[src/rtl/bsg_link_credit_sender_if.sv]
// Handshake and link-side signal bundle for the comm-link credit sender.
// The slave modport is the sender itself; the master modport is whatever
// environment feeds it words and returns tokens (upstream logic plus the
// receiver side of the link).
interface bsg_link_credit_sender_if #(
  parameter int width_p      = 9,
  parameter int credit_max_p = 16
);

  localparam int credit_width_lp = $clog2(credit_max_p + 1);

  // Upstream ready/valid word stream
  logic                       v_i;
  logic [width_p-1:0]         data_i;
  logic                       ready_o;

  // Registered stream toward the swizzle adapter (co_v / co_data)
  logic                       link_v_o;
  logic [width_p-1:0]         link_data_o;

  // Token toggle returned by the receiver, already in this clock domain
  logic                       link_tkn_i;

  // Status views
  logic [credit_width_lp-1:0] credits_o;
  logic                       active_o;
  logic                       error_o;

  modport master (
    output v_i,
    output data_i,
    output link_tkn_i,
    input  ready_o,
    input  link_v_o,
    input  link_data_o,
    input  credits_o,
    input  active_o,
    input  error_o
  );

  modport slave (
    input  v_i,
    input  data_i,
    input  link_tkn_i,
    output ready_o,
    output link_v_o,
    output link_data_o,
    output credits_o,
    output active_o,
    output error_o
  );

endinterface

[src/rtl/bsg_link_credit_sender.sv]
// Transmit stage of one comm-link channel. Words accepted on the ready/valid
// side are registered onto the link one cycle later. Each word spends one
// credit; every edge of the receiver's token toggle returns a batch of
// credit_decimation_p credits. After reset the link stays idle for
// startup_cycles_p cycles so the far side can come out of reset first.
// credit_max_p is expected to be a multiple of credit_decimation_p, and
// startup_cycles_p must be at least 1.
module bsg_link_credit_sender #(
  parameter int width_p             = 9,
  parameter int credit_max_p        = 16,
  parameter int credit_decimation_p = 4,
  parameter int startup_cycles_p    = 8
) (
  input  logic                    clk_i,
  input  logic                    reset_i,
  bsg_link_credit_sender_if.slave link
);

  localparam int credit_width_lp = $clog2(credit_max_p + 1);
  // One extra bit so a full counter plus a token batch cannot wrap before
  // the overflow comparison sees it.
  localparam int sum_width_lp    = credit_width_lp + 1;
  localparam int wait_width_lp   = (startup_cycles_p > 1) ? $clog2(startup_cycles_p) : 1;

  typedef enum logic {
    S_WAIT   = 1'b0,
    S_ACTIVE = 1'b1
  } state_e;

  state_e                     state_r;
  state_e                     state_n;
  logic [wait_width_lp-1:0]   wait_cnt_r;
  logic                       wait_done;

  logic                       tkn_r;
  logic                       tkn_edge;

  logic [credit_width_lp-1:0] credits_r;
  logic [credit_width_lp-1:0] credits_n;
  logic [sum_width_lp-1:0]    credit_sum;
  logic                       credit_overflow;
  logic                       error_r;

  logic                       ready;
  logic                       active;
  logic                       xfer;

  logic                       link_v_r;
  logic [width_p-1:0]         link_data_r;

  assign wait_done = (wait_cnt_r == wait_width_lp'(startup_cycles_p - 1));
  assign xfer      = link.v_i & ready;
  assign tkn_edge  = link.link_tkn_i ^ tkn_r;

  // State register: back to the startup wait on every reset
  always_ff @(posedge clk_i) begin
    if (reset_i) begin
      state_r <= S_WAIT;
    end else begin
      state_r <= state_n;
    end
  end

  // Next state: leave the wait once the startup count is used up; active is terminal
  always_comb begin
    state_n = state_r;
    unique case (state_r)
      S_WAIT:   if (wait_done) state_n = S_ACTIVE;
      S_ACTIVE: state_n = S_ACTIVE;
      default:  state_n = S_WAIT;
    endcase
  end

  // FSM outputs: offer ready only when active and at least one credit is held
  always_comb begin
    active = 1'b0;
    ready  = 1'b0;
    unique case (state_r)
      S_WAIT: begin
        active = 1'b0;
        ready  = 1'b0;
      end
      S_ACTIVE: begin
        active = 1'b1;
        ready  = (credits_r != '0);
      end
      default: begin
        active = 1'b0;
        ready  = 1'b0;
      end
    endcase
  end

  // Startup counter: counts idle cycles while waiting, frozen once active
  always_ff @(posedge clk_i) begin
    if (reset_i) begin
      wait_cnt_r <= '0;
    end else if (state_r == S_WAIT && !wait_done) begin
      wait_cnt_r <= wait_cnt_r + 1'b1;
    end
  end

  // Token history: captured even in reset so no spurious edge appears afterwards
  always_ff @(posedge clk_i) begin
    tkn_r <= link.link_tkn_i;
  end

  // Credit update: spend on transfer, refill on token edge, clamp on overflow
  always_comb begin
    credit_sum = sum_width_lp'(credits_r) - sum_width_lp'(xfer);
    if (tkn_edge) begin
      credit_sum = credit_sum + sum_width_lp'(credit_decimation_p);
    end
    credit_overflow = (credit_sum > sum_width_lp'(credit_max_p));
    if (credit_overflow) begin
      credits_n = credit_width_lp'(credit_max_p);
    end else begin
      credits_n = credit_sum[credit_width_lp-1:0];
    end
  end

  // Credit register and sticky overflow flag
  always_ff @(posedge clk_i) begin
    if (reset_i) begin
      credits_r <= credit_width_lp'(credit_max_p);
      error_r   <= 1'b0;
    end else begin
      credits_r <= credits_n;
      error_r   <= error_r | credit_overflow;
    end
  end

  // Link output register: valid pulses per accepted word, data holds otherwise
  always_ff @(posedge clk_i) begin
    if (reset_i) begin
      link_v_r    <= 1'b0;
      link_data_r <= '0;
    end else begin
      link_v_r <= xfer;
      if (xfer) begin
        link_data_r <= link.data_i;
      end
    end
  end

  assign link.ready_o     = ready;
  assign link.link_v_o    = link_v_r;
  assign link.link_data_o = link_data_r;
  assign link.credits_o   = credits_r;
  assign link.active_o    = active;
  assign link.error_o     = error_r;

endmodule

[src/flat_wrapper.sv]
// flat-port wrapper written by rule: the top's interface ports become plain ports
module bsg_link_credit_sender_flat 
#(
  parameter int width_p             = 9,
  parameter int credit_max_p        = 16,
  parameter int credit_decimation_p = 4,
  parameter int startup_cycles_p    = 8
)
  (clk_i, reset_i, link_v_i, link_data_i, link_link_tkn_i, link_ready_o, link_link_v_o, link_link_data_o, link_credits_o, link_active_o, link_error_o);
  bsg_link_credit_sender_if #(.width_p(width_p), .credit_max_p(credit_max_p)) link_i ();
  input  logic clk_i;
  input  logic reset_i;
  input wire logic [$bits(link_i.v_i)-1:0] link_v_i;
  input wire logic [$bits(link_i.data_i)-1:0] link_data_i;
  input wire logic [$bits(link_i.link_tkn_i)-1:0] link_link_tkn_i;
  output wire logic [$bits(link_i.ready_o)-1:0] link_ready_o;
  output wire logic [$bits(link_i.link_v_o)-1:0] link_link_v_o;
  output wire logic [$bits(link_i.link_data_o)-1:0] link_link_data_o;
  output wire logic [$bits(link_i.credits_o)-1:0] link_credits_o;
  output wire logic [$bits(link_i.active_o)-1:0] link_active_o;
  output wire logic [$bits(link_i.error_o)-1:0] link_error_o;
  assign link_i.v_i = link_v_i;
  assign link_i.data_i = link_data_i;
  assign link_i.link_tkn_i = link_link_tkn_i;
  assign link_ready_o = link_i.ready_o;
  assign link_link_v_o = link_i.link_v_o;
  assign link_link_data_o = link_i.link_data_o;
  assign link_credits_o = link_i.credits_o;
  assign link_active_o = link_i.active_o;
  assign link_error_o = link_i.error_o;
  bsg_link_credit_sender #(.width_p(width_p), .credit_max_p(credit_max_p), .credit_decimation_p(credit_decimation_p), .startup_cycles_p(startup_cycles_p)) u_core (.clk_i(clk_i), .reset_i(reset_i), .link(link_i));
endmodule
[config.mk]
export PLATFORM = sky130hd
export DESIGN_NAME = bsg_link_credit_sender_flat
export DESIGN_NICKNAME = d
export VERILOG_FILES = /design/src/rtl/bsg_link_credit_sender_if.sv /design/src/rtl/bsg_link_credit_sender.sv /design/src/flat_wrapper.sv
export SDC_FILE = /design/constraint.sdc
export NUM_CORES = 1
export LEC_CHECK = 0
export CAP_MARGIN = 15
export CORE_AREA = 10 10 58 60
export CTS_BUF_LIST = sky130_fd_sc_hd__clkbuf_2
export CTS_CLUSTER_SIZE = 28
export DETAILED_ROUTE_END_ITERATION = 7
export DIE_AREA = 0 0 68 70
export GPL_ROUTABILITY_DRIVEN = 1
export GPL_TIMING_DRIVEN = 0
export PLACE_DENSITY = 0.87
export SLEW_MARGIN = 10
export SYNTH_ARGS = -nofsm -noshare
export SYNTH_HDL_FRONTEND = slang
export SYNTH_SLANG_ARGS = --single-unit
[constraint.sdc]
create_clock -name clk_i -period 8.2 [get_ports clk_i]
set_input_delay 1.23 -clock clk_i [delete_from_list [all_inputs] [get_ports clk_i]]
set_output_delay 1.23 -clock clk_i [all_outputs]
set_load 0.01 [all_outputs]
======== Word level (Yosys, flattened, before mapping) ========
Cells that the tools add are included.
storage, ports and cells
  bits in registers ....................... 21
  input port bits ......................... 13
  output and inout bits ................... 18
cells by class
  $add $sub $neg .......................... 3
  order comparisons ....................... 1
  eq/ne operators ......................... 1
  muxes and demuxes ....................... 5
  bitwise gates (word level) .............. 4
  reductions and logical operators ........ 4
operators with widths
  cell                   count
  $add A6 B3 Y6 const B  1
  $gt A6 B5 Y1 const B   1
  $mux W6                1
  $pmux W1 S2            3
  $sub A5 B1 Y6          1
  $reduce_bool A5 Y1     1
  $add A3 B1 Y3 const B  1
  $eq A3 B3 Y1 const B   1
  $reduce_or A2 Y1       1
  $and A1 B1 Y1          1
  $logic_and A1 B1 Y1    1
  $logic_not A1 Y1       1
  $mux W1                1
  $not A1 Y1             1
  $or A1 B1 Y1           1
  $xor A1 B1 Y1          1

======== Depth between registers and ports, before layout ========
Gate-level depths: netlist of the first run.
  word-level depth ........................ 8
  gate-level depth with buffers ........... 12

======== Worst setup path before layout of the first run ========
Ideal clock, no wire load.
  path kind ............................... in2reg
  from .................................... input port link_v_i
  to ...................................... register u_core.credits_r[0], in the netlist u_core.link.credits_o[0]
  library setup time ...................... 86 ps
  arrival ................................. 3,197 ps
  setup slack ............................. 4,917 ps
  cell stages on the path ................. 11
  path through ............................ o211ai_4 > buf_12 > inv_2 > ha_1 > nor3b_1 > xnor2_1 > inv_1 > ha_1 > nor4_1 > a21oi_1 > a211oi_1
on the way
  longest elaborated chain between the ends .. 6
RTL lines
  item                               line                           source
  start: declaration                 flat_wrapper.sv:13             input wire logic [$bits(link_i.v_i)-1:0] link_v_i;
  $and A1 B1 Y1 (*)                  bsg_link_credit_sender.sv:52   assign xfer = link.v_i & ready;
  named net u_core.xfer              bsg_link_credit_sender.sv:46   logic xfer;
  $sub A5 B1 Y6 (*)                  bsg_link_credit_sender.sv:110  credit_sum = sum_width_lp'(credits_r) - sum_width_lp'(xfer);
  $add A6 B3 Y6                      bsg_link_credit_sender.sv:112  credit_sum = credit_sum + sum_width_lp'(credit_decimation_p);
  $mux W6 (*)                        bsg_link_credit_sender.sv:111  if (tkn_edge) begin
  $gt A6 B5 Y1                       bsg_link_credit_sender.sv:114  credit_overflow = (credit_sum > sum_width_lp'(credit_max_p));
  $reduce_or A2 Y1 (no source line)  -
  end signal: assignment             bsg_link_credit_sender.sv:125  credits_r <= credit_width_lp'(credit_max_p);
  end signal: assignment             bsg_link_credit_sender.sv:128  credits_r <= credits_n;
  end: declaration                   bsg_link_credit_sender.sv:38   logic [credit_width_lp-1:0] credits_r;
Mark *: on every way through the listed nets, which the timed path passes. The rest lies on a longest branch.
A chain may end at the register's enable or synchronous reset.

======== Worst setup path after layout of the first run ========
  from .................................... input port link_v_i
  to ...................................... register u_core.credits_r[3], in the netlist u_core.link.credits_o[3]
Same word-level chain as after synthesis.

==> impl_summary.log, run 1 <==
INFO  metric run_status = finished, final reports clean
INFO  metric place.detailed.instances = 155
INFO  metric first_global_vias = 904
INFO  metric numPortBuffers = 29
INFO  metric cp_max_fo = 10
INFO  metric syn_nets = 114
INFO  metric critical_path.endpoint_type = register
INFO  metric drt_drc_violations_left = 0
INFO  metric count_of_routing_violations_after_the_opening_detailed_route_iteration = 13
INFO  metric final_min_period_over_clock_period = 0.478
INFO  metric p_int = 0.133 mW
INFO  metric skew = 0.00924 ns
INFO  metric power.share.sequential = 0.597
INFO  metric grt_setup_unrepaired = no
INFO  metric final_hold_viol_count = 0
INFO  metric clock_tree_buf_depth = 2
INFO  metric grt_antenna_before_repair = 0
INFO  metric p_per_area = 141 nW/um^2
INFO  metric clock_power_share = 0.240
INFO  metric swShare = 0.275
INFO  metric cts_root_buffer = sky130_fd_sc_hd__clkbuf_2
INFO  metric core_region_area = 2340 um^2
INFO  metric synth-async-reset-ratio = 0
INFO  metric syn_warnings = 0
INFO  metric yosys_register_bits = 21
INFO  metric timing.final.ws_setup = 4.28 ns
INFO  metric number_of_buffers_created_by_cts = 3
INFO  metric synth_cell_types = 25
INFO  metric die_area = 4760 um^2
INFO  metric vias = 818
INFO  metric dpl_worst_slack = 4.00 ns
INFO  metric synth_area = 958 um^2
INFO  metric share_comb_of_total_power = 0.163
INFO  metric timing_worst_setup_path_type = input pin to register
INFO  metric post_synth_inst_count = 96
INFO  metric routed_wirelength = 2370 um
INFO  metric cts_resized = 0
INFO  metric netlist.area_leader.share = 0.439
INFO  metric synth.largest_area_cell = sky130_fd_sc_hd__dfxtp_1
INFO  metric global_route_wire_length_before_repair = 4120 um
INFO  metric final_max_slew_viol_count = 0
INFO  metric design_power_total = 0.184 mW
INFO  metric dieHeight = 70 um
INFO  metric crit_path_top_delay_cell = sky130_fd_sc_hd__clkdlybuf4s50_1
INFO  metric cts.sinks = 21
INFO  metric final_cells = 159
INFO  metric synth.yosys.seq_area_share = 0.439
INFO  metric final_core_util = 0.558
INFO  metric synth.top_cells.by_area = sky130_fd_sc_hd__dfxtp_1 (44%), sky130_fd_sc_hd__mux2i_1 (10%), sky130_fd_sc_hd__ha_1 (6.5%), sky130_fd_sc_hd__nor2_1 (5.5%), sky130_fd_sc_hd__xnor2_1 (5.5%)
INFO  metric rrSetupSlack = 4.62 ns
INFO  metric detail-route-antenna-nets = 0
INFO  metric die_x = 68 um
INFO  metric cp.required = 8.46 ns
INFO  metric crit_path_max_incr_delay = 0.50 ns
INFO  metric ff_latch_area = 420 um^2
INFO  metric max_slew.worst_pin.slew = 0.509 ns
INFO  metric synth_ff_type = sky130_fd_sc_hd__dfxtp_1
INFO  metric total_number_of_h_tree_levels = 1
INFO  metric worst-endpoint-arrival = 4.18 ns
INFO  metric critical-path-top-cell-by-count = sky130_fd_sc_hd__ha_1
INFO  metric cp_cell_sequence = clkdlybuf4s50_1 -> o211ai_4 -> buf_12 -> inv_2 -> ha_1 -> nor3b_1 -> xnor2_1 -> inv_1 -> ha_1 -> nor4_1 -> a21oi_1 -> a211oi_1
INFO  metric ys_top_cells_by_count = sky130_fd_sc_hd__dfxtp_1 (21), sky130_fd_sc_hd__nor2_1 (14), sky130_fd_sc_hd__mux2i_1 (10)
INFO  metric grt_max_degree = 13
INFO  metric routabilityCongestion = 0.846
INFO  metric synthMostInstantiatedCell = sky130_fd_sc_hd__dfxtp_1
INFO  metric dpl.hpwl = 1810 um
INFO  metric floorplan.initialDensity = 0.409
INFO  metric fin_area = 1310 um^2
INFO  metric holdWs = 0.504 ns
INFO  metric postCtsSetupBuffers = 0
INFO  metric antenna-diode-count = 0
INFO  metric finalSetupViolCount = 0
INFO  metric slew_headroom = 0.658
INFO  metric layout-area-overhead-vs-synth = 36.3%
INFO  metric placed_area = 1290 um^2
INFO  metric synth_edf_count = 0
INFO  metric hold_path_class = register to register
INFO  metric firstDrtPassIters = 4
INFO  metric multi_input_logic_area = 484 um^2
INFO  metric peakVddDrop = 0.000132 V
INFO  metric p_switching = 0.0504 mW
INFO  metric finish.net_count = 148
INFO  metric cts.hold.buffers_added = 0
INFO  metric maxClockFrequency = 255 MHz
INFO  metric static-leakage-power = 0.574 nW
INFO  metric routed_wire_length_per_instance = 14.9 um
INFO  metric ios = 31
INFO  metric post_drt_via_cell_ratio = 5.14
INFO  metric tritoncts = done
INFO  metric standard_cell_rows = 18
INFO  metric finalCriticalPeriod = 3.92 ns
INFO  metric clock_latency = 0.33 ns
INFO  metric setup.worst_path.start_class = input pin
INFO  metric track_usage = 0.109
INFO  metric clock_pin_slew_worst_setup_and_hold_paths = 0.21 ns
INFO  metric filler_cells = 216
INFO  metric grt_overflow_total = 0
INFO  metric synth_area_per_cell = 9.98 um^2
INFO  metric fraction_of_layout_cells_with_a_size_suffix_above_1 = 0.0775
INFO  metric drv_cap = 0
INFO  metric timing.setup.tns = 0 ns
layout make-up:
cell class,instances,share of cell area
inverter,7,0.0201
clock inverter,1,0.00383
sequential,21,0.322
tap,30,0.0287
clock buffer,3,0.0115
timing repair buffer,29,0.222
buffer,3,0.0211
multi-input combinational,65,0.371
sequential cells by signal, summed over array words and instances (netlist names):
signal	count
u_core.wait_cnt_r	3
u_core.link.link_data_o	9
u_core.link.link_v_o	1
u_core.link.error_o	1
u_core.state_r	1
u_core.tkn_r	1
u_core.link.credits_o	5
power groups by stage:
stage	Clock [mW]	Sequential, mW	Combinational (mW)
2_1_floorplan	0	0.112	0.0151
3_3_place_gp	0	0.111	0.0284
3_5_place_dp	0	0.112	0.0295
4_1_cts	0.0439	0.110	0.0301
5_1_grt	0.0488	0.110	0.0336
6_report	0.0440	0.110	0.0299
worst max-delay path: cells and delay by family:
kind | cells | cell delay, ns
simple gates | 2 | 0.85
fa+ha+maj | 2 | 0.47
buf+inv | 4 | 0.81
xor+xnor | 1 | 0.23
compound gates | 3 | 0.59
per-layer routing:
layer | wire (um) | GRT usage
met3 | 181 | 0.0606
met1 | 861 | 0.101
met5 | 0 | 0
met2 | 1230 | 0.183
met4 | 93 | 0.0515
worst paths after layout:
path         cells past startpoint                startpoint                  endpoint
min reg2reg                      2      u_core.wait_cnt_r[2]      u_core.wait_cnt_r[2]
min                              2      u_core.wait_cnt_r[2]      u_core.wait_cnt_r[2]
max                             12                  link_v_i  u_core.link.credits_o[3]
max reg2reg                     12  u_core.link.credits_o[4]  u_core.link.credits_o[3]
placed cells by master, fill, tap and decap left out:
| cell type | n |
|---|---|
| sky130_fd_sc_hd__a211oi_1 | 5 |
| sky130_fd_sc_hd__a21o_1 | 1 |
| sky130_fd_sc_hd__a21oi_1 | 3 |
| sky130_fd_sc_hd__a31oi_1 | 1 |
| sky130_fd_sc_hd__buf_12 | 1 |
| sky130_fd_sc_hd__clkbuf_1 | 2 |
| sky130_fd_sc_hd__clkbuf_2 | 3 |
| sky130_fd_sc_hd__clkdlybuf4s50_1 | 29 |
| sky130_fd_sc_hd__clkinv_2 | 1 |
| sky130_fd_sc_hd__dfxtp_1 | 21 |
| sky130_fd_sc_hd__ha_1 | 5 |
| sky130_fd_sc_hd__inv_1 | 6 |
| sky130_fd_sc_hd__inv_2 | 1 |
| sky130_fd_sc_hd__mux2i_1 | 10 |
| sky130_fd_sc_hd__nand2_1 | 5 |
| sky130_fd_sc_hd__nand3b_2 | 1 |
| sky130_fd_sc_hd__nor2_1 | 14 |
| sky130_fd_sc_hd__nor3_1 | 1 |
| sky130_fd_sc_hd__nor3b_1 | 2 |
| sky130_fd_sc_hd__nor4_1 | 1 |
| sky130_fd_sc_hd__o211ai_4 | 1 |
| sky130_fd_sc_hd__o21a_1 | 1 |
| sky130_fd_sc_hd__o21ai_0 | 2 |
| sky130_fd_sc_hd__o311ai_1 | 1 |
| sky130_fd_sc_hd__or2_1 | 1 |
| sky130_fd_sc_hd__or4_4 | 2 |
| sky130_fd_sc_hd__xnor2_1 | 6 |
| sky130_fd_sc_hd__xor2_1 | 2 |
cells by family after synthesis:
| kind of cell | count (synthesis) | share of synthesized area |
|---|---|---|
| xor gates and xnor gates | 8 | 0.0731 |
| DFF | 21 | 0.439 |
| muxes | 10 | 0.104 |
| adders and majority gates | 5 | 0.0653 |
| and+or+nand+nor | 27 | 0.144 |
| buffers and inverters | 10 | 0.0561 |
| AOI/OAI and AO/OA | 15 | 0.119 |
Note: power is estimated with default switching activity, not from simulation.
==> run 2, diff against run 1 <==
==> constraint.sdc (replaced) <==
create_clock -name clk_i -period 4 [get_ports clk_i]
set_input_delay 0.6 -clock clk_i [delete_from_list [all_inputs] [get_ports clk_i]]
set_output_delay 0.6 -clock clk_i [all_outputs]
set_load 0.01 [all_outputs]
==> results of run 2 <==
Same layout as run 1 (identical final DEF). Status: finished, final reports clean.
Main changes from that run: setup slack after placement 4.00 ns -> 0.433 ns; setup slack after layout 4.28 ns -> 0.420 ns; start point of the critical path link_v_i -> u_core.link.credits_o[4]; register-to-register setup slack 4.62 ns -> 0.42 ns; total power 0.184 mW -> 0.376 mW; worst IR drop on VDD 0.000132 V -> 0.000270 V
